==> src/rtl/adder_pkg.sv <==
// adder_pkg: definitions shared by the serial arithmetic blocks.
//   state_e : control states of the digit-serial adder (IDLE, CALC, DONE).
//   clog2   : counter width for a count of n, never less than one bit.
package adder_pkg;

    typedef enum logic [1:0] {
        IDLE = 2'd0,
        CALC = 2'd1,
        DONE = 2'd2
    } state_e;

    // A one-value counter still needs a one-bit register.
    function automatic int clog2(input int n);
        int w;
        w = 1;
        while ((1 << w) < n) begin
            w++;
        end
        return w;
    endfunction

endpackage

==> src/rtl/adder_slice.sv <==
// adder_slice: purely combinational DIGIT-bit ripple-carry adder.
//   a, b : DIGIT-bit addends
//   cin  : carry in
//   s    : DIGIT-bit sum
//   cout : carry out of the top bit
module adder_slice #(
    parameter int DIGIT = 4
) (
    input  logic [DIGIT-1:0] a,
    input  logic [DIGIT-1:0] b,
    input  logic             cin,
    output logic [DIGIT-1:0] s,
    output logic             cout
);

    always_comb begin
        logic c;
        s = '0;
        c = cin;
        for (int i = 0; i < DIGIT; i++) begin
            s[i] = a[i] ^ b[i] ^ c;
            c    = (a[i] & b[i]) | (c & (a[i] ^ b[i]));
        end
        cout = c;
    end

endmodule

==> src/rtl/serial_adder_n.sv <==
// serial_adder_n: digit-serial adder/subtractor, DIGIT bits per cycle, LSB first.
//   clk, rst             : clock, synchronous active-high reset
//   in_valid / in_ready  : operand handshake (a, b, sub sampled on accept)
//   a, b                 : WIDTH-bit operands
//   sub                  : 0 = a+b, 1 = a-b
//   out_valid / out_ready: result handshake
//   sum                  : WIDTH-bit result, modulo 2^WIDTH
//   carry                : unsigned carry out (for subtract, 1 = no borrow)
//   ovf                  : two's-complement overflow
//   busy                 : operation in progress or result pending
// Latency from accept to out_valid is WIDTH/DIGIT cycles.
module serial_adder_n
    import adder_pkg::*;
#(
    parameter int WIDTH = 16,
    parameter int DIGIT = 4
) (
    input  logic             clk,
    input  logic             rst,
    input  logic             in_valid,
    output logic             in_ready,
    input  logic [WIDTH-1:0] a,
    input  logic [WIDTH-1:0] b,
    input  logic             sub,
    output logic             out_valid,
    input  logic             out_ready,
    output logic [WIDTH-1:0] sum,
    output logic             carry,
    output logic             ovf,
    output logic             busy
);

    localparam int N  = WIDTH / DIGIT;
    localparam int CW = clog2(N);
    localparam logic [CW-1:0] LAST = CW'(N - 1);

    state_e           state_q, state_d;
    logic [CW-1:0]    cnt_q, cnt_d;
    logic [WIDTH-1:0] a_q, a_d;
    logic [WIDTH-1:0] b_q, b_d;
    logic             c_q, c_d;
    logic [WIDTH-1:0] sum_q, sum_d;
    logic             carry_q, carry_d;
    logic             ovf_q, ovf_d;

    logic [DIGIT-1:0] slice_s;
    logic             slice_c;
    logic [WIDTH-1:0] sum_shift;

    adder_slice #(.DIGIT(DIGIT)) u_slice (
        .a    (a_q[DIGIT-1:0]),
        .b    (b_q[DIGIT-1:0]),
        .cin  (c_q),
        .s    (slice_s),
        .cout (slice_c)
    );

    // New digit enters at the top; after N cycles the first digit has
    // reached the bottom and the sum is aligned.
    generate
        if (DIGIT == WIDTH) begin : g_full
            assign sum_shift = slice_s;
        end else begin : g_part
            assign sum_shift = {slice_s, sum_q[WIDTH-1:DIGIT]};
        end
    endgenerate

    always_comb begin
        state_d = state_q;
        cnt_d   = cnt_q;
        a_d     = a_q;
        b_d     = b_q;
        c_d     = c_q;
        sum_d   = sum_q;
        carry_d = carry_q;
        ovf_d   = ovf_q;
        unique case (state_q)
            IDLE: begin
                if (in_valid) begin
                    a_d     = a;
                    // Subtraction as a + ~b + 1: invert b, seed the carry with 1.
                    b_d     = sub ? ~b : b;
                    c_d     = sub;
                    cnt_d   = '0;
                    state_d = CALC;
                end
            end
            CALC: begin
                sum_d = sum_shift;
                c_d   = slice_c;
                a_d   = a_q >> DIGIT;
                b_d   = b_q >> DIGIT;
                cnt_d = cnt_q + CW'(1);
                if (cnt_q == LAST) begin
                    cnt_d   = '0;
                    carry_d = slice_c;
                    // Operand sign bits sit at the top of the final digit.
                    ovf_d   = (a_q[DIGIT-1] == b_q[DIGIT-1]) &&
                              (slice_s[DIGIT-1] != a_q[DIGIT-1]);
                    state_d = DONE;
                end
            end
            DONE: begin
                if (out_ready) begin
                    state_d = IDLE;
                end
            end
            default: state_d = IDLE;
        endcase
    end

    always_ff @(posedge clk) begin
        if (rst) begin
            state_q <= IDLE;
            cnt_q   <= '0;
            a_q     <= '0;
            b_q     <= '0;
            c_q     <= 1'b0;
            sum_q   <= '0;
            carry_q <= 1'b0;
            ovf_q   <= 1'b0;
        end else begin
            state_q <= state_d;
            cnt_q   <= cnt_d;
            a_q     <= a_d;
            b_q     <= b_d;
            c_q     <= c_d;
            sum_q   <= sum_d;
            carry_q <= carry_d;
            ovf_q   <= ovf_d;
        end
    end

    // Handshake outputs decode registered state only.
    assign in_ready  = (state_q == IDLE);
    assign out_valid = (state_q == DONE);
    assign busy      = (state_q != IDLE);
    assign sum       = sum_q;
    assign carry     = carry_q;
    assign ovf       = ovf_q;

endmodule

==> config.mk <==
export PLATFORM = sky130hd
export DESIGN_NAME = serial_adder_n
export DESIGN_NICKNAME = d
export VERILOG_FILES = /design/src/rtl/adder_pkg.sv /design/src/rtl/adder_slice.sv /design/src/rtl/serial_adder_n.sv
export SDC_FILE = /design/constraint.sdc
export NUM_CORES = 1
export LEC_CHECK = 0
export ABC_AREA = 0
export ABC_CLOCK_PERIOD_IN_PS = 6900
export BUFFER_PORTS_ARGS = -buffer_cell sky130_fd_sc_hd__buf_2
export CAP_MARGIN = 15
export CORE_MARGIN = 10
export CORE_UTILIZATION = 45
export CTS_CLUSTER_DIAMETER = 30
export DETAILED_ROUTE_END_ITERATION = 6
export PLACE_DENSITY = 0.73
export SLEW_MARGIN = 20
export SYNTH_ARGS = -nofsm -noshare
export SYNTH_HDL_FRONTEND = slang
export SYNTH_SLANG_ARGS = --single-unit
export TNS_END_PERCENT = 20
==> constraint.sdc <==
create_clock -name clk -period 6.9 [get_ports clk]
set_input_delay 0.345 -clock clk [delete_from_list [all_inputs] [get_ports clk]]
set_output_delay 0.345 -clock clk [all_outputs]
set_load 0.02 [all_outputs]
**After elaboration in Yosys (flattened, before gate mapping)**

Index checks and enable logic that the tools add are counted.
W data, S select, Z words.

- Input bits: 37
- Word-level logic and storage cells: 59
- Flip-flop bits (word level): 55
- Output and inout port bits: 21

- Equality and inequality tests: 8
- Reduce and logical (&&, ||, !) cells: 7
- Muxes and demuxes: 14
- Add/sub/neg operators: 1
- Bitwise gates (word level): 21

Operators with widths:

| cell | number |
|---|---|
| $pmux W16 S2 | 2 |
| $mux W16 | 3 |
| $not A16 Y16 | 1 |
| $mux W2 | 5 |
| $and A1 B1 Y1 | 8 |
| $xor A1 B1 Y1 | 8 |
| $pmux W2 S3 | 1 |
| $eq A2 B2 Y1 const B | 2 |
| $ne A2 B2 Y1 const B | 2 |
| $or A1 B1 Y1 | 4 |
| $pmux W2 S2 | 1 |
| $reduce_and A2 Y1 | 2 |
| $reduce_bool A2 Y1 | 2 |
| $reduce_and A3 Y1 | 1 |
| $add A2 B1 Y2 const B | 1 |
| $eq A2 B1 Y1 const B | 1 |
| $logic_not A2 Y1 | 1 |
| $ne A2 B1 Y1 const B | 1 |
| $pmux W1 S2 | 1 |
| $eq A1 B1 Y1 | 1 |
| $logic_and A1 B1 Y1 | 1 |
| $mux W1 | 1 |
| $ne A1 B1 Y1 | 1 |

**Depth between registers and ports, before layout**

Gate-level depths: netlist of the first run.

- Depth after elaboration: 10
- Mapped depth: 10
- Mapped depth without buffers: 10

**By module**

A second synthesis of the first run with hierarchy kept.

- Cells, all modules: 289
- Area, all modules: 2497.4 um2

By module, submodules not included:

| module | cells each | area an instance (um2) | instances |
|---|---|---|---|
| serial_adder_n | 275 | 2379.8 | 1 |
| adder_slice | 14 | 117.6 | 1 |

**Least setup slack after synthesis of the first run**

No wires, ideal clock.

- Path type: register to register
- Start point: register a_q[0]
- End point: register ovf_q (netlist: ovf)
- Period minus slack after synthesis: 2.442 ns
- Stages on the path, launching flop included: 11
- Setup slack: 4.458 ns
- Setup time: 0.070 ns
- Data arrival time: 2.372 ns
- Cells stage by stage: dfxtp_1 fa_1 inv_1 fa_1 inv_1 fa_1 inv_1 fa_1 xor2_1 or3_1 a21oi_1

- Word-level cells in the longest chain between the ends: 10
- Elaborated cells between the ends (all ways): 11

RTL lines:

| element | RTL line | source |
|---|---|---|
| start, declared | serial_adder_n.sv:39 | `logic [WIDTH-1:0] a_q, a_d;` |
| start signal, assigned | serial_adder_n.sv:116 | `a_q <= '0;` |
| start signal, assigned | serial_adder_n.sv:125 | `a_q <= a_d;` |
| $xor A1 B1 Y1 | adder_slice.sv:22 | `c = (a[i] & b[i]) \| (c & (a[i] ^ b[i]));` |
| $and A1 B1 Y1 | adder_slice.sv:22 |  |
| $or A1 B1 Y1 * | adder_slice.sv:22 |  |
| $and A1 B1 Y1 * | adder_slice.sv:22 |  |
| $or A1 B1 Y1 * | adder_slice.sv:22 |  |
| $and A1 B1 Y1 * | adder_slice.sv:22 |  |
| $or A1 B1 Y1 * | adder_slice.sv:22 |  |
| $xor A1 B1 Y1 * | adder_slice.sv:21 | `s[i] = a[i] ^ b[i] ^ c;` |
| $ne A1 B1 Y1 * | serial_adder_n.sv:99 | `(slice_s[DIGIT-1] != a_q[DIGIT-1]);` |
| $logic_and A1 B1 Y1 * | serial_adder_n.sv:98 | `ovf_d = (a_q[DIGIT-1] == b_q[DIGIT-1]) &&` |
| end signal, assigned | serial_adder_n.sv:130 | `ovf_q <= ovf_d;` |
| end, declared | serial_adder_n.sv:44 | `logic ovf_q, ovf_d;` |

Mark *: on every way between the ends. The rest lies on a longest branch, timed or not.
A chain may end at the register's enable or synchronous reset.

**Worst setup path after layout of the first run**

Same ends and word-level chain as after synthesis.

==> metrics.md, run 1 <==
| Metric | Value |
|---|---|
| Status | complete, no violations |
| Final net count | 376 |
| Post-CTS Resized | 0 |
| Final Critical Period | between 2000 and 3000 ps |
| Unique masters post-synth | 32 |
| Largest net degree at the start of global routing | 47 |
| N_diodes | 0 |
| Ys flop type | dfxtp_1 |
| Final worst-path cycle share | between 30% and 40% |
| Vias/cell | 5.17 |
| Fin Clk Skew | roughly 8.4 ps |
| Hold Path Cell Cnt | 3 |
| Placer Congestion | ~0.77 |
| Required @ worst endpoint | between 7000 and 8000 ps |
| Clk slew on worst S/H paths | 90 ps |
| Root Buffer | clkbuf_8 |
| Post-DP HPWL | 4.09 mm |
| Post-Syn Area per Cell | a little under 9 um2 |
| Start point of the worst hold path | a[12] |
| FP Rows | 27 |
| Critical Path AT | 2840 ps |
| Vias in the first global route | 2008 |
| Worst-Skew Late Latency | ~310 ps |
| Synth Area in Adders | 4.14% |
| Cell family with most CP delay | adder cells |
| Slew Viols, Final | 0 |
| CP Max Fanout | 3 |
| H-tree levels | 2 |
| All-Layer GR Usage | roughly 12% |
| Crit start category | register |
| FF-to-FF End | ovf$_SDFFE_PP0P_ |
| Slowest CP cell | fa_1 |
| Combinational family with the most area after synthesis | compound AO/OA/AOI/OAI gates |
| CTS Buffer Depth | 2 |
| Number of synthesized flops with an enable pin | 0 |
| Core area | around 5500 um2 |
| Final Hold Fails | 0 |
| First drt pass iteration count | 4 |
| Mapped Cells | 292 |
| Worst r2r src | a_q[0]$_SDFFE_PP0P_ |
| Initial antenna violation count | 0 |
| Share of cells above drive strength 1 | between 20% and 30% |
| Synth Area in XOR/XNOR | approximately 5.9% |
| Starting density of the core | 46.1% |
| Die area | 9050 um2 |
| DRT antenna net count | 0 |
| Cts hold-fix bufs | 0 |
| CP bufs+invs | 3 |
| Commonest cells after routing, fill and taps aside | 57 x buf_2, 55 x dfxtp_1, 45 x nor2_1 |
| VDD IR max | 106 uV |
| Routed WL | around 5.6 mm |
| Netlist Area Pre-Place | around 2500 um2 |
| Worst path most repeated cell | fa_1 |
| Commonest non-fill, non-tap cell in the layout | buf_2 |
| Total grt overflow | 0 |
| Drt wl/cell | about 14 um |
| IO buf count | 57 |
| Register bit total from synthesis | 55 |
| Finish-stage setup viols | 0 |
| Fmax | between 0.3 and 0.4 GHz |
| Post-CTS setup buffer count | 0 |
| Compound-cell area share of the yosys netlist | roughly a quarter |
| R2R depth | 10 |
| Die Y | 95.1 um |
| Placed insts | 398 |
| Syn nets | around 340 |
| Measured slew at the worst slew-check pin | approximately 830 ps |
| Slew HR | 44.4% |
| Num CTS Buffers | 5 |
| Crit Path Class | register to register |
| First-pass GRT wire length | roughly 9 mm |
| Syn. warnings | 0 |
| Worst Hold Endpoint | a_q[12]$_SDFFE_PP0P_ |
| Dpl ws | between 4000 and 5000 ps |
| Reg2reg setup slack | roughly 4300 ps |
| # DRC | 0 |
| Fin Setup TNS | 0 ps |
| Area Overhead vs Synth | 13.6% |
| Worst Slack Setup Final | 4280 ps |
| CP peak stage delay | roughly 440 ps |
| RSZ-0062 raised after global routing | no |
| P_leak | around 0.0012 uW |
| TritonCTS clock tree | yes |
| Cell Pwr Density | around 220 nW/um2 |
| Routed vias | ~2100 |
| Clk sink count | 55 |
| Number of max-cap violations | 0 |
| Mux cell area share after synthesis | 0% |
| Non-Filler Instances | approximately 410 |
| CP Cell Sequence | fa_1 > inv_1 > fa_1 > inv_1 > fa_1 > inv_1 > fa_1 > xor2_1 > or3_1 > a21oi_1 |
| Ys async rst share | 0% |
| I/O pin cnt | between 50 and 60 |
| Die Wd | 95.1 um |
| Sequential element share of the synthesized area | approximately 43% |
| Hold Path Class | primary input to register |
| Synth Area in Simple Gates | 14.7% |
| Crit path capture type | register |
| DR iter-0 viols | ~130 |
[worst max path at each step]
| stage | slack (ps) | end | start | depth (start not counted) |
|---|---|---|---|---|
| after global placement | 4330 | b_q[2]$_SDFFE_PP0P_ | state_q[0]$_SDFFE_PP0P_ | 3 |
| final | 4280 | ovf$_SDFFE_PP0P_ | a_q[0]$_SDFFE_PP0P_ | 10 |
| after CTS | 4220 | b_q[9]$_SDFFE_PP0P_ | state_q[0]$_SDFFE_PP0P_ | 3 |
| after detailed placement | 4240 | b_q[9]$_SDFFE_PP0P_ | state_q[0]$_SDFFE_PP0P_ | 3 |
| after global routing | 4170 | ovf$_SDFFE_PP0P_ | a_q[0]$_SDFFE_PP0P_ | 10 |
| after floorplan | 4460 | ovf$_SDFFE_PP0P_ | a_q[0]$_SDFFE_PP0P_ | 10 |
[registers in the layout (all words and copies together), names as in the netlist]
register and flops:
a_q 16, b_q 16, cnt_q 2, carry 1, c_q 1, ovf 1
sum 16, state_q 2
[worst register-to-register path: stages, from the launching register on]
cell and delay (ps):
dfxtp_1 350, fa_1 410, inv_1 70, fa_1 160, inv_1 50, fa_1 360
inv_1 70, fa_1 440, xor2_1 160, or3_1 310, a21oi_1 160
[area by class of cell]
cell class	count	area, um2
inverter	20	75.1
timing repair buffer	58	293
fill	529	2620
tap	72	90.1
multi-input combinational	193	1240
clock buffer	6	82.6
sequential	55	1100
clock inverter	1	5.00
[cells by family after synthesis]
kind of cell    after synthesis
buf+inv                      44
simple gates                 87
flops                        55
compound gates               83
fa+ha+maj                     6
xor+xnor                     17
[power by group]
part	total (uW)	internal (uW)	switching (uW)
Clock	175	78.9	96.0
Sequential	357	338	18.2
Combinational	102	47.0	54.9
[cells in the mapped netlist (all sizes together), types with 5 or more instances]
library cell / n / share of area [%]
a21oi: 41 / 8.1
a221o: 12 / 5.1
a22oi: 9 / 2.7
buf: 14 / 3.5
clkbuf: 10 / 1.5
dfxtp: 55 / 43
inv: 20 / 3.0
nand2: 30 / 4.4
nor2: 45 / 6.6
o221a: 12 / 5.3
xnor2: 12 / 4.1
xor2: 5 / 1.7
[per-layer routing]
layer	vias up	part of all wire (%)	GRT usage, %
met2	48	48	20.9
met3	6	5.5	3.46
li1	1075	-	-
met5	-	0	0
met4	0	1.6	4.86
met1	963	45	14.8
[metrics by stage]
stage / hold slack [ps] / cell area [um2] / power, uW / util [%]
2_1_floorplan: 445 / 2540 / 440 / -
3_3_place_gp: 442 / 2800 / 464 / 50.8
3_5_place_dp: 444 / 2800 / 467 / 50.8
4_1_cts: 275 / 2890 / 641 / 52.4
5_1_grt: 307 / 2890 / 667 / 52.4
6_report: 282 / 2890 / 633 / 52.4
(Power assumes the default switching activity.)
==> run 2, diff against run 1 <==
ABC_AREA = 1   (was 0)
ABC_CLOCK_PERIOD_IN_PS = 2100   (was 6900)
PLACE_DENSITY = 0.76   (was 0.73)
clock period = 2.1 ns   (was 6.9 ns; I/O delays follow)
==> metrics.md, run 2 <==
| Metric | Value |
|---|---|
| Status | complete, but fails checks |
| Violated checks | negative setup slack |
| Synth Area in Simple Gates | 36.8% |
| Worst Slack Setup Final | -173 ps |
| CP Max Fanout | 3 |
| Mapped Cells | 413 |
| Syn nets | 456 |
| Required @ worst endpoint | between 2000 and 2500 ps |
| Total grt overflow | 0 |
| Slew HR | 56.0% |
| Clk slew on worst S/H paths | 100 ps |
| P_leak | 0.00162 uW |
| Dpl ws | -177 ps |
| Vias/cell | 4.75 |
| Crit Path Class | register to register |
| Core area | 5850 um2 |
| Commonest cells after routing, fill and taps aside | 110 x nand2_1, 91 x nor2_1, 57 x buf_2 |
| DR iter-0 viols | 88 |
| Unique masters post-synth | 18 |
| Area Overhead vs Synth | 16.8% |
| Fmax | around 0.44 GHz |
| CP Cell Sequence | fa_2 > inv_2 > fa_2 > inv_2 > fa_2 > inv_2 > fa_1 > nor2_1 > nor2_1 > nand2_1 > nand2_1 > nand2_1 > inv_1 |
| IO buf count | 57 |
| Commonest cells post-synth | 110 x nand2_1, 91 x nor2_1, 55 x dfxtp_1 |
| RSZ-0062 raised after global routing | yes |
| Synth area leaders | dfxtp_1 41%, nand2_1 15%, nor2_1 13% |
| Compound-cell area share of the yosys netlist | ~6.3% |
| Register bit total from synthesis | 55 |
| CP peak stage delay | 440 ps |
| Final Power | ~2300 uW |
| CP bufs+invs | 4 |
| Drt wl/cell | between 10 and 15 um |
| First drt pass iteration count | 4 |
| Final Util | 53.7% |
| Num CTS Buffers | 5 |
| FP Rows | 28 |
| Cts hold-fix bufs | 0 |
| Fin Clk Skew | 3.91 ps |
| Syn. warnings | 0 |
| Synth Area in Adders | 3.91% |
| Measured slew at the worst slew-check pin | ~660 ps |
| Cell Pwr Density | 733 nW/um2 |
| Number of max-cap violations | 0 |
| Largest net degree at the start of global routing | 32 |
| Final net count | around 500 |
| Most frequent cell after synthesis | nand2_1 |
| Critical Path AT | ~2500 ps |
| Area of the multi-input gates | about 1300 um2 |
| Die area | 9470 um2 |
| Root Buffer | clkbuf_8 |
| Routed WL | roughly 6.3 mm |
| Routed vias | around 2600 |
| Ys flop type | dfxtp_1 |
| Cell family with most CP delay | adder cells |
| H-tree levels | 2 |
| Initial antenna violation count | 0 |
| Finish-stage setup viols | 2 |
| VDD IR max | roughly 340 uV |
| Ys async rst share | 0% |
| Final Critical Period | 2270 ps |
| Area leader, netlist | dfxtp_1 |
| Hold slack | around 36 ps |
| Synth Area in XOR/XNOR | under 10% |
| DRT antenna net count | 0 |
| Sequential element share of the synthesized area | roughly 40% |
| Vias in the first global route | between 2000 and 3000 |
| Fillcell total | 590 |
| Worst-Skew Late Latency | 300 ps |
| Slowest CP cell | fa_1 |
| Final Hold Fails | 0 |
| Starting density of the core | ~46% |
| # DRC | 0 |
| CTS Buffer Depth | 2 |
| Netlist Area Pre-Place | roughly 2700 um2 |
| Clk sink count | between 50 and 60 |
| Die Wd | approximately 97 um |
| First-pass GRT wire length | 10.9 mm |
| TritonCTS clock tree | yes |
| Crit start category | register |
| Synth top area share | 40.9% |
| All-Layer GR Usage | approximately an eighth |
| Final worst-path cycle share | 108% |
| Slew Viols, Final | 0 |
| Commonest non-fill, non-tap cell in the layout | nand2_1 |
| Mux cell area share after synthesis | 0% |
| Share of cells above drive strength 1 | between 10% and 20% |
| Hold Path Class | primary input to register |
| Placer Congestion | 0.813 |
| Die Y | between 90 and 100 um |
| Crit path capture type | register |
| Number of synthesized flops with an enable pin | 0 |
| Post-Syn Area per Cell | between 6 and 7 um2 |
| Post-DP HPWL | between 4 and 5 mm |
| I/O pin cnt | between 50 and 60 |
| Register Area | approximately 1100 um2 |
| Combinational family with the most area after synthesis | simple AND/OR/NAND/NOR gates |
| N_diodes | 0 |
run 2: cell types whose count changed after synthesis, moves of 17 or more:
cell	change
a21oi_1	-27
nand2_1	+80
inv_1	+23
o21ai_0	+17
nor2_1	+46
nand3_1	+42
run 2: layout make-up:
| type | instances | share of cell area (%) |
|---|---|---|
| clock buffer | 5 | 2.19 |
| clock inverter | 3 | 1.39 |
| inverter | 45 | 5.38 |
| multi-input combinational | 290 | 41.8 |
| sequential | 55 | 35.1 |
| tap | 75 | 2.99 |
| timing repair buffer | 64 | 11.2 |
run 2: what timing repair did:
item                       CTS  global route
pin swaps                    1             0
gates resized for setup      2             0
setup endpoints to repair    2             2
buffers inserted             0             0
run 2: through the flow:
step	area (um2)	std cells	setup TNS, ps
global route	3140	537	-359
finish	3140	537	-197
floorplan	2700	413	-64.9
CTS	3140	537	-200
detailed placement	3020	529	-211
global placement	3020	529	-113
run 2: kinds of logic (layout without fill, tap and decap cells):
group	Yosys count	count (layout)
xor gates and xnor gates	4	4
DFF	55	55
and+or+nand+nor	247	247
adders and majority gates	6	6
AOI/OAI and AO/OA	33	33
buffers and inverters	68	117
run 2: report_power, final:
| part | total, uW | internal [uW] | switching (uW) |
|---|---|---|---|
| clock | 706 | 356 | 350 |
| combinational | 434 | 162 | 272 |
| sequential | 1160 | 1120 | 44.8 |
run 2: final timing paths:
| check | start | to | depth (start not counted) | slack, ps |
|---|---|---|---|---|
| max | c_q$_SDFFE_PP0P_ | ovf$_SDFFE_PP0P_ | 13 | -170 |
| max reg2reg | c_q$_SDFFE_PP0P_ | ovf$_SDFFE_PP0P_ | 13 | -170 |
| min | a[14] | a_q[14]$_SDFFE_PP0P_ | 3 | 40 |
| min reg2reg | sum[3]$_SDFFE_PP0P_ | sum[3]$_SDFFE_PP0P_ | 2 | 490 |
run 2: worst min-delay path: cells and delay by family:
family	cells	cell delay, ps
buffers and inverters	1	100
AOI/OAI and AO/OA	1	50
and+or+nand+nor	1	50
run 2: metal layers:
| layer | wire (um) | global-route usage [%] | part of all wire [%] | vias up |
|---|---|---|---|---|
| met1 | 2730 | 13.8 | 43 | 1143 |
| met5 | 0 | 0 | 0 | - |
| met4 | 132 | 4.92 | 2.1 | 0 |
| li1 | - | - | - | 1351 |
| met3 | 388 | 3.84 | 6.1 | 11 |
| met2 | 3070 | 23.9 | 49 | 48 |
==> run 3, diff against run 2 <==
RECOVER_POWER = 50   (was not set)
==> metrics.md, run 3 (same netlist as run 2, synthesis figures left out) <==
| Metric | Value |
|---|---|
| Cts hold-fix bufs | 0 |
| P_leak | approximately 0.0015 uW |
| # DRC | 0 |
| VDD IR max | approximately 340 uV |
| Fin Clk Skew | about 4.2 ps |
| H-tree levels | 2 |
| Placer Congestion | around 0.8 |
| CP Max Fanout | 3 |
| Slew Viols, Final | 0 |
| I/O pin cnt | slightly below 60 |
| Vias in the first global route | roughly 2500 |
| Post-CTS setup buffer count | 0 |
| Worst-Skew Late Latency | roughly 300 ps |
| Hold Path Cell Cnt | 3 |
| Crit path capture type | register |
| Critical Path AT | about 2500 ps |
| CP peak stage delay | about 440 ps |
| Final Instance Area | slightly above 3000 um2 |
| DRT antenna net count | 0 |
| Initial antenna violation count | 0 |
| Finish-stage setup viols | 2 |
| Fillcell total | just over 600 |
| Cell Pwr Density | ~740 nW/um2 |
| First drt pass iteration count | 4 |
| IO buf count | between 50 and 60 |
| CTS Buffer Depth | 2 |
| Final net count | about 500 |
| Worst Setup SP | c_q$_SDFFE_PP0P_ |
| R2R depth | 13 |
| Measured slew at the worst slew-check pin | roughly 670 ps |
| Routed WL | between 6 and 7 mm |
| Slowest CP cell | fa_1 |
| Start point of the worst hold path | a[14] |
| CP Cell Sequence | fa_2 > inv_2 > fa_2 > inv_2 > fa_2 > inv_2 > fa_1 > nor2_1 > nor2_1 > nand2_1 > nand2_1 > nand2_1 > inv_1 |
| Core area | approximately 6000 um2 |
| N_diodes | 0 |
| Crit Path Class | register to register |
| Final Util | 53.2% |
| Post-DP HPWL | 4.66 mm |
| Die area | 9470 um2 |
| Hold slack | approximately 35 ps |
| Non-Filler Instances | between 500 and 600 |
| Worst Slack Setup Final | -173 ps |
| Crit start category | register |
| Largest net degree at the start of global routing | 32 |
| Die Y | just under 100 um |
| Share of cells above drive strength 1 | 13.6% |
| Vias/cell | around 4.8 |
| Final worst-path cycle share | 108% |
| Placed insts | about 530 |
| First-pass GRT wire length | 10.9 mm |
| RSZ-0062 raised after global routing | yes |
| Worst r2r src | c_q$_SDFFE_PP0P_ |
| DR iter-0 viols | 75 |
| Routed vias | ~2600 |
| Fmax | 0.440 GHz |
| Slew HR | between 50% and 60% |
| Commonest non-fill, non-tap cell in the layout | nand2_1 |
| Commonest cells after routing, fill and taps aside | 110 x nand2_1, 91 x nor2_1, 54 x dfxtp_1 |
| Required @ worst endpoint | 2310 ps |
| Clk sink count | 55 |
| Num CTS Buffers | 5 |
| Number of max-cap violations | 0 |
| Starting density of the core | between 40% and 50% |
| FP Rows | 28 |
| Die Wd | around 100 um |
| Final Hold Fails | 0 |
| Dpl cell area | slightly above 3000 um2 |
| Clk slew on worst S/H paths | around 100 ps |
| Reg2reg setup slack | -170 ps |
| TritonCTS clock tree | yes |
| All-Layer GR Usage | 13.1% |
| Total grt overflow | 0 |
| Final Critical Period | about 2300 ps |
| Violated checks | negative setup slack |
| Hold Path Class | primary input to register |
| Root Buffer | clkbuf_8 |
| Final Power | approximately 2300 uW |
| Area Overhead vs Synth | 15.7% |
| Drt wl/cell | about 12 um |
| Status | complete, but fails checks |
[run 3: cell count changes in the layout (fill, tap and decap cells not counted), sizes merged]
cell    change
clkbuf     +21
buf        -21
[run 3: final cells by class]
class / instances / area, um2 / share of cell area, %
Multi-Input combinational cell: 290 / 1310 / 42.2
Sequential cell: 55 / 1100 / 35.4
Timing Repair Buffer: 64 / 322 / 10.3
Inverter: 45 / 169 / 5.43
Tap cell: 75 / 93.8 / 3.02
Clock buffer: 5 / 68.8 / 2.21
Clock inverter: 3 / 43.8 / 1.41
[run 3: per-stage QoR]
stage	worst slack (ps)	setup TNS, ps
finish	-173	-198
global route	-267	-360
CTS	-170	-200
detailed placement	-177	-211
global placement	-113	-113
floorplan	-64.9	-64.9
[run 3: final timing paths]
check | to
worst max-delay path | ovf$_SDFFE_PP0P_
worst min-delay path | a_q[14]$_SDFFE_PP0P_
worst min register to register | sum[3]$_SDFFE_PP0P_
worst max register to register | ovf$_SDFFE_PP0P_
[run 3: report_power, final]
group / switching [uW] / total, uW / internal, uW
combinational: 272 / 425 / 152
sequential: 46.1 / 1160 / 1120
clock: 351 / 707 / 356
[run 3: worst max-delay path: cells and delay by family, from the launching register on]
family	cells	cell delay (ps)
adder cells (fa/ha/maj)	4	1320
flip-flops	1	340
AND/OR/NAND/NOR	5	320
buffers and inverters	4	200
[run 3: routing by layer]
metal | vias to the layer above | track usage (%) | share of wire (%)
met2 | 51 | 23.9 | 49
met5 | - | 0 | 0
li1 | 1350 | - | -
met1 | 1149 | 13.8 | 44
met3 | 11 | 3.84 | 5.1
met4 | 0 | 4.92 | 2.1
[run 3: repair_timing]
item | 4_1_cts | 5_1_grt
setup endpoints to repair | 2 | 2
pin swaps | 1 | 0
gates resized for setup | 2 | 0
